<file path="src/rtl/dmux_8way.sv">
// dmux_8way: registered 1-to-8 demultiplexer for the Hack datapath
// Routes `in` to the output chosen by `sel` (0->a ... 7->h) and zeroes the other seven.
// The outputs are registered, so there is one cycle of latency and no path from in/sel to a..h.
// Ports: clk, rst_n (async active-low), in[WIDTH], sel[3], a..h[WIDTH],
//        en (present only when DMUX_8WAY_HOLD_EN is defined; en=0 holds all outputs)
module dmux_8way #(
  parameter int WIDTH = 1
) (
  input  logic             clk,
  input  logic             rst_n,
`ifdef DMUX_8WAY_HOLD_EN
  input  logic             en,
`endif
  input  logic [WIDTH-1:0] in,
  input  logic [2:0]       sel,
  output logic [WIDTH-1:0] a,
  output logic [WIDTH-1:0] b,
  output logic [WIDTH-1:0] c,
  output logic [WIDTH-1:0] d,
  output logic [WIDTH-1:0] e,
  output logic [WIDTH-1:0] f,
  output logic [WIDTH-1:0] g,
  output logic [WIDTH-1:0] h
);
  logic [WIDTH-1:0] q [8];
  logic             upd;
`ifdef DMUX_8WAY_HOLD_EN
  assign upd = en;
`else
  assign upd = 1'b1;
`endif
  always_ff @(posedge clk or negedge rst_n)
    if (!rst_n)
      for (int i = 0; i < 8; i++) q[i] <= '0;
    else if (upd)
      for (int i = 0; i < 8; i++) q[i] <= (sel == 3'(i)) ? in : '0;
  assign {a, b, c, d} = {q[0], q[1], q[2], q[3]};
  assign {e, f, g, h} = {q[4], q[5], q[6], q[7]};
endmodule

</file>
<file path="config.mk">
export PLATFORM = sky130hd
export DESIGN_NAME = dmux_8way
export DESIGN_NICKNAME = d
export VERILOG_FILES = /design/src/rtl/dmux_8way.sv
export SDC_FILE = /design/constraint.sdc
export NUM_CORES = 1
export LEC_CHECK = 0
export BUFFER_PORTS_ARGS = -buffer_cell sky130_fd_sc_hd__buf_2
export CORE_AREA = 2 2 39 41
export CTS_BUF_LIST = sky130_fd_sc_hd__clkbuf_16
export CTS_CLUSTER_SIZE = 28
export DETAILED_ROUTE_END_ITERATION = 10
export DIE_AREA = 0 0 41 43
export HOLD_SLACK_MARGIN = 0.02
export MAX_ROUTING_LAYER = met4
export PLACE_DENSITY = 0.43
export SETUP_SLACK_MARGIN = 0.05
export SLEW_MARGIN = 0
export SYNTH_ARGS = -nofsm -noshare
export SYNTH_HDL_FRONTEND = slang
export SYNTH_SLANG_ARGS = --single-unit
</file>
<file path="constraint.sdc">
create_clock -name clk -period 0.8 [get_ports clk]
set_input_delay 0.04 -clock clk [delete_from_list [all_inputs] [get_ports clk]]
set_output_delay 0.04 -clock clk [all_outputs]
set_load 0.02 [all_outputs]
</file>
==> out/metrics.yaml, run 1 <==
drt:
  vias_per_cell: 4.27
  drc: 0
  dr.pass1.iters: 1
  wirelength_um: 527
  drt_iter0_markers: 0
  antenna_left: 0
  via_count: 209
  wl_per_cell_um: 10.8
pwr:
  clkPwrFrac_pct: 61.4
  switchingPower_mw: 0.219
  p_int_mw: 1.10
  swShare_pct: 16.6
  p_leak_nw: 0.253
  pwr-share-comb_pct: 6.7
  p_per_area_nw_per_um2: 2560
  ir_drop_uv: 746
  p_seq_share_pct: 31.9
place:
  portBuffers: 13
  place_ws_ps: 238
  gp_congestion: 0.688
global_routing:
  gr-total-overflow: 0
  use_met3_pct: 1.57
  grt.total_usage_pct: 8.32
  grt_antenna_before_repair: 0
  grt-busiest-layer: "met4"
  grt_pass1_vias: 204
  grt_use_met1_pct: 6.31
  met2_usage_pct: 11.6
  grt_pass1_wl_um: 841
  grt_max_degree: 9
worst_setup_path:
  crit_type: "reg -> out"
  worst_path_max_delay_cell: "dfrtp_1"
  crit_arrival_ps: 720
  cp_top_family: "flip-flops"
  end_kind: "primary output"
  cp_num_buf_inv: 1
  cp_cell_sequence: "buf_6"
  critPathLaunchType: "flop"
  path_max_fanout: 1
  cpPeakStageDelay_ps: 360
  crit_required_ps: 760
floorplan:
  die_area_um2: 1760
  die_y_um: 43
  initial_core_util_pct: 21.4
  die_w_um: 41
  core_area_um2: 1380
  ios: 14
  core.rowCount: 14
yosys:
  ys_warn_count: 0
  synthCells: 16
  synth.avg_cell_area_um2: 18.5
  synthesis.area_um2: 297
  ys_seq_area_share_pct: 67.5
  synth_nets: 22
  ys_types: 5
  ys_seq_elements: 8
clock_tree:
  cts_max_level: 1
  cts_setup_buffers: 0
  path_clk_slew_ps: 30
  clkSinkCount: 8
  cts-root-buf: "clkbuf_16"
  numCtsBuffers: 3
  cts_tree: "done"
  clockBufferDepth: 2
sta:
  setup_viol: 0
  finalHoldViolations: 0
  slew_viol_final: 0
  worst_pin_slew_ps: 184
  fmax_ghz: 1.32
  worst_slack_ps: 42.9
  fin_crit_sh_pct: 94.6
  maxSlewHeadroom_pct: 87.7
  grt_setup_unrepaired: "yes"
  period_needed_ps: 757
  setup_tns_ps: 0
final_layout:
  fin_nets: 41
  diodes: 0
  drive_gt1_share_pct: 72.7
  syn2layout_area_growth_pct: 74.3
run:
  maxCapViolCount: 0
outcome:
  status: "finished, final reports clean"
min_path:
  hp-class: "in -> reg"
==> synthesized netlist by cell type <==
cell type	n	share of area, %
and4bb_2	3	13
nor4b_2	1	5.1
and4_2	1	3.4
dfrtp_1	8	68
and4b_2	3	11
==> metal layers <==
metal	vias up	part of all wire (%)
li1	98	-
met1	101	34
met2	8	55
met3	2	6.6
met4	0	3.6
met5	-	0
==> power groups by stage <==
stage                     Clock [mW]  Combinational (mW)  Sequential [mW]
after detailed placement           0              0.0749            0.424
after CTS                      0.836              0.0909            0.422
after global placement             0              0.0732            0.424
after floorplan                    0              0.0157            0.439
after global routing           0.860              0.0983            0.422
final                          0.813              0.0890            0.422
==> cells by family after synthesis <==
family        count (synthesis)  share of synthesized area, %
flops                         8                          67.5
simple gates                  8                          32.5
==> state kept, by name (all words and copies together), names as in the netlist <==
register,cells
a,1
b,1
c,1
d,1
e,1
f,1
g,1
h,1
==> through the flow <==
stage | std cells | power [mW] | area (µm²) | hold WS [ps] | utilization [%]
finish | 49 | 1.32 | 517 | 55.1 | 37.3
global route | 49 | 1.38 | 517 | 71.4 | 37.3
floorplan | 16 | 0.454 | 297 | -256 | -
global placement | 45 | 0.497 | 382 | -114 | 27.6
CTS | 49 | 1.35 | 517 | 51.1 | 37.3
detailed placement | 45 | 0.499 | 382 | -109 | 27.6
==> path summary, 6_finish.rpt <==
path | from | to | slack, ps | depth (start not counted)
setup / recovery | b$_DFF_PN0_ | b | 40 | 1
max in group asynchronous | rst_n | a$_DFF_PN0_ | 460 | 2
hold / removal | sel[0] | a$_DFF_PN0_ | 60 | 2
min in group asynchronous | rst_n | h$_DFF_PN0_ | 180 | 2
==> cells in the final DEF (no fill, tap or decap), drive strengths merged <==
cell / Yosys / layout
and4: 1 / 1
and4b: 3 / 3
and4bb: 3 / 3
buf: 0 / 13
clkbuf: 0 / 3
dfrtp: 8 / 8
dlygate4sd3: 0 / 1
nor4b: 1 / 1
==> cell type report <==
type	instances	area [µm²]
Sequential cell	8	200
Timing Repair Buffer	14	125
Tap cell	16	20.0
Clock buffer	3	75.1
Fill cell	140	867
Multi-Input combinational cell	8	96.3
==> what timing repair did <==
action	4_1_cts	5_1_grt
endpoints found under the hold margin	8	0
gates resized for setup	16	0
endpoints found under the setup margin	8	8
hold buffers	1	0
No activity file was read; power rests on OpenSTA's default activity.
==> run 2: changes to the inputs <==
CTS_BUF_LIST = default   (was sky130_fd_sc_hd__clkbuf_16)
==> run 2 against run 1 <==
Flip-flop and latch count unchanged. Combinational power about the same. Sequential share of layout area up 4.4 points. Routed wire length fell by 2.5%. Via count is 0.96% lower. Non-clock buffer count stayed put. Maximum frequency decreased by 3.3%. Final cell count stayed put. Largest cell class unchanged.
==> out/metrics.yaml, run 2 (same netlist as run 1, synthesis figures left out) <==
clock_tree:
  path_clk_slew_ps: 50  # +20 ps
  cts_setup_buffers: 0  # unchanged
  clockBufferDepth: 2  # unchanged
  cts_max_level: 1  # unchanged
  numCtsBuffers: 3  # unchanged
  clkSinkCount: 8  # unchanged
  cts-root-buf: "clkbuf_4"
  cts_tree: "done"
floorplan:
  core.rowCount: 14  # unchanged
  die_w_um: 41  # unchanged
  die_y_um: 43  # unchanged
  core_area_um2: 1380  # unchanged
  ios: 14  # unchanged
  initial_core_util_pct: 21.4  # unchanged
  die_area_um2: 1760  # unchanged
sta:
  worst_pin_slew_ps: 184  # +0.144 ps
  grt_setup_unrepaired: "yes"
  maxSlewHeadroom_pct: 87.7  # about the same
  finalHoldViolations: 0  # unchanged
  setup_tns_ps: 0  # unchanged
  fmax_ghz: 1.28  # -3.3%
  setup_viol: 0  # unchanged
  slew_viol_final: 0  # unchanged
  period_needed_ps: 783  # +25.8 ps
  fin_crit_sh_pct: 97.9  # +3.2 points
worst_setup_path:
  worst_path_max_delay_cell: "dfrtp_1"
  cp_num_buf_inv: 1  # unchanged
  cpPeakStageDelay_ps: 370  # about the same
  end_kind: "primary output"
  cp_top_family: "flip-flops"
  crit_required_ps: 760  # about the same
  cp_cell_sequence: "buf_6"
  crit_cells: 1  # unchanged
  critPathLaunchType: "flop"
  path_max_fanout: 1  # unchanged
  crit_type: "reg -> out"
  crit_arrival_ps: 740  # +20 ps
place:
  portBuffers: 13  # unchanged
  placedCellCount: 45  # unchanged
  gp_congestion: 0.688  # unchanged
drt:
  wl_per_cell_um: 10.5  # -2.5%
  drt_iter0_markers: 1  # +1
  drc: 0  # unchanged
  antenna_left: 0  # unchanged
  wirelength_um: 514  # -2.5%
  via_count: 207  # -0.96%
  vias_per_cell: 4.22  # -0.96%
  dr.pass1.iters: 2  # +1
outcome:
  status: "finished, final reports clean"
pwr:
  switchingPower_mw: 0.171  # -22%
  clkPwrFrac_pct: 36.6  # -25 points
  p_seq_share_pct: 52.4  # +21 points
  p_int_mw: 0.631  # -43%
  p_leak_nw: 0.230  # -9.1%
  pwr-share-comb_pct: 11.1  # +4.4 points
  ir_drop_uv: 459  # -38%
  p_per_area_nw_per_um2: 1730  # -33%
  swShare_pct: 21.3  # +4.7 points
run:
  maxCapViolCount: 0  # unchanged
final_layout:
  multiInputGateArea_um2: 96.3  # unchanged
  seqCellArea_um2: 200  # unchanged
  stdcell_count: 49  # unchanged
  syn2layout_area_growth_pct: 56.5
  diodes: 0  # unchanged
  fin_nets: 41  # unchanged
  final_cell_mix: "dfrtp_1 (8), buf_6 (8), buf_2 (5)"
  fillers: 150  # +7.1%
  drive_gt1_share_pct: 72.7  # unchanged
global_routing:
  grt_antenna_before_repair: 0  # unchanged
  grt_max_degree: 9  # unchanged
  gr-total-overflow: 0  # unchanged
  grt_pass1_vias: 212  # +3.9%
  grt_pass1_wl_um: 841  # unchanged
  grt.total_usage_pct: 8.32  # unchanged
min_path:
  holdPathStages: 2  # unchanged
  hp-class: "in -> reg"
==> run 2: changes by cell type in the layout (fill, tap and decap cells not counted) <==
cell / previous run / this run
clkbuf_4: 0 / 3
clkbuf_16: 3 / 0
==> run 2: final timing paths <==
kind / startpoint / end
min in group asynchronous: rst_n / h$_DFF_PN0_
max in group asynchronous: rst_n / a$_DFF_PN0_
worst min-delay path: sel[0] / a$_DFF_PN0_
worst max-delay path: b$_DFF_PN0_ / b
==> run 2: cell type report <==
cell class | instances | share of cell area, %
flip-flops and latches | 8 | 43.1
repair buffers | 14 | 27.0
multi-input cells | 8 | 20.8
clock buffers | 3 | 4.85
well taps | 16 | 4.31
==> run 2: repair_timing <==
action / in CTS / in global routing
hold buffers: 1 / 0
resized for setup: 16 / 0
pin swaps: 0 / 0
setup endpoints to repair: 8 / 8
hold endpoints to repair: 8 / 0
==> run 2: power by group through the flow <==
stage / clock, mW / combinational, mW / sequential (mW)
after floorplan: 0 / 0.0157 / 0.439
final: 0.293 / 0.0888 / 0.420
after global placement: 0 / 0.0732 / 0.424
after global routing: 0.342 / 0.0982 / 0.420
after CTS: 0.316 / 0.0909 / 0.420
after detailed placement: 0 / 0.0749 / 0.424
==> run 2: layer usage <==
| metal | GRT usage [%] | part of all wire (%) | routed length (µm) |
|---|---|---|---|
| met5 | - | 0 | 0 |
| met3 | 1.57 | 7.0 | 36 |
| met2 | 11.6 | 54 | 280 |
| met1 | 6.31 | 35 | 178 |
| met4 | 14.0 | 3.7 | 19 |
==> run 2: per-stage QoR <==
step                hold slack, ps  setup slack [ps]  total power, mW  util [%]  area, µm²
global route                  34.8             -24.4            0.860      33.5        464
global placement              -114               246            0.497      27.6        382
CTS                           22.1              2.14            0.826      33.5        464
floorplan                     -256               344            0.454         -        297
detailed placement            -109               238            0.499      27.6        382
finish                        36.1              17.1            0.802      33.5        464
==> run 3: changes to the inputs <==
GPL_TIMING_DRIVEN = 0   (was default)
PLACE_DENSITY = default   (was 0.43)
==> run 3 against run 2 <==
Worst hold slack got worse by 2.1 ps. Global-route usage decreased by 0.40 points. Utilization unchanged. Sequential power about the same. Power increased by 0.83%. Final area unchanged. Sequential share of layout area unchanged. Die area unchanged. Worst setup slack got worse by 12 ps. Combinational power increased by 1%. Critical endpoint is now h.
==> out/metrics.yaml, run 3 (same netlist as run 1, synthesis figures left out) <==
sta:
  fin_crit_sh_pct: 99.4  # +1.5 points
  worst_pin_slew_ps: 203  # +18.6 ps
  grt_setup_unrepaired: "yes"
  worst_slack_ps: 4.70  # -12.4 ps
  setup_viol: 0  # unchanged
  finalHoldViolations: 0  # unchanged
  period_needed_ps: 795  # +12.4 ps
  timing.hold.ws_ps: 34.1  # -2.08 ps
  fmax_ghz: 1.26  # -1.6%
  slew_viol_final: 0  # unchanged
  maxSlewHeadroom_pct: 86.5  # -1.2 points
  setup_tns_ps: 0  # unchanged
clock_tree:
  path_clk_slew_ps: 60  # about the same
  clkSinkCount: 8  # unchanged
  numCtsBuffers: 3  # unchanged
  cts_tree: "done"
  clockBufferDepth: 2  # unchanged
  cts_max_level: 1  # unchanged
  cts-root-buf: "clkbuf_4"
global_routing:
  grt_pass1_wl_um: 814  # -3.2%
  grt_antenna_before_repair: 0  # unchanged
  gr-total-overflow: 0  # unchanged
  grt_pass1_vias: 179  # -16%
  grt_max_degree: 9  # unchanged
  grt.total_usage_pct: 7.92  # -0.40 points
worst_setup_path:
  cp_num_buf_inv: 1  # unchanged
  crit_arrival_ps: 760  # +20 ps
  end_kind: "primary output"
  path_max_fanout: 1  # unchanged
  crit_start: "h$_DFF_PN0_"
  critPathLaunchType: "flop"
  cpPeakStageDelay_ps: 370  # about the same
  crit_type: "reg -> out"
  cp_top_family: "flip-flops"
  cp_cell_sequence: "buf_6"
  worst_path_max_delay_cell: "dfrtp_1"
  crit_required_ps: 760  # about the same
final_layout:
  drive_gt1_share_pct: 72.7  # unchanged
  final_core_util_pct: 33.5  # unchanged
  stdcell_count: 49  # unchanged
  final_cell_mix: "dfrtp_1 (8), buf_6 (8), buf_2 (5)"
  diodes: 0  # unchanged
  stdcell_area_um2: 464  # unchanged
  syn2layout_area_growth_pct: 56.5  # unchanged
  fin_nets: 41  # unchanged
min_path:
  holdCritStartpoint: "sel[1]"
  holdPathStages: 2  # unchanged
  hp-class: "in -> reg"
  hold_end: "a$_DFF_PN0_"
drt:
  drt_iter0_markers: 5  # +4
  wirelength_um: 536  # +4.3%
  via_count: 206  # -0.48%
  vias_per_cell: 4.20  # -0.48%
  drc: 0  # unchanged
  dr.pass1.iters: 2  # unchanged
  antenna_left: 0  # unchanged
  wl_per_cell_um: 10.9  # +4.3%
place:
  placedCellCount: 45  # unchanged
  portBuffers: 13  # unchanged
  place_ws_ps: 234  # -4.03 ps
  dp_hpwl_um: 381
  gp_congestion: 0.701  # +1.9%
  placed_area_um2: 382  # unchanged
run:
  maxCapViolCount: 0  # unchanged
outcome:
  status: "finished, final reports clean"
floorplan:
  die_w_um: 41  # unchanged
  ios: 14  # unchanged
  initial_core_util_pct: 21.4  # unchanged
  core.rowCount: 14  # unchanged
  core_area_um2: 1380  # unchanged
  die_y_um: 43  # unchanged
  die_area_um2: 1760  # unchanged
pwr:
  ir_drop_uv: 808  # +76%
  power_mw: 0.809  # +0.83%
  p_leak_nw: 0.230  # unchanged
  p_per_area_nw_per_um2: 1740  # +0.83%
## run 3: cell counts in the layout (fill, tap and decap cells not counted)
Identical to the previous run, type by type.
## run 3: what timing repair did
item	CTS	global route
buffers inserted	0	0
setup endpoints to repair	8	8
hold buffers	1	0
endpoints found under the hold margin	8	0
cloned	0	0
gates resized for setup	16	0
## run 3: routing by layer
layer	vias up	routed length [µm]	global-route usage (%)
met5	-	0	-
met4	0	0	6.00
met3	0	53	6.28
met2	12	223	7.81
met1	94	259	10.0
li1	100	-	-
## run 3: how the worst max path moves through the flow
stage                        endpoint  depth (start not counted)
after floorplan                     a                          0
after global placement    e$_DFF_PN0_                          2
after detailed placement  a$_DFF_PN0_                          2
after CTS                           h                          1
after global routing                a                          1
final                               h                          1
## run 3: area by class of cell
type / count / area (µm²)
Sequential cell: 8 / 200
Fill cell: 143 / 920
Multi-Input combinational cell: 8 / 96.3
Clock buffer: 3 / 22.5
Timing Repair Buffer: 14 / 125
Tap cell: 16 / 20.0
## run 3: power breakdown
part | leakage [nW] | internal [mW] | switching (mW)
registers | 0.110 | 0.416 | 0.00446
clock network | 0.0138 | 0.171 | 0.128
logic | 0.107 | 0.0448 | 0.0450
total | 0.230 | 0.631 | 0.177
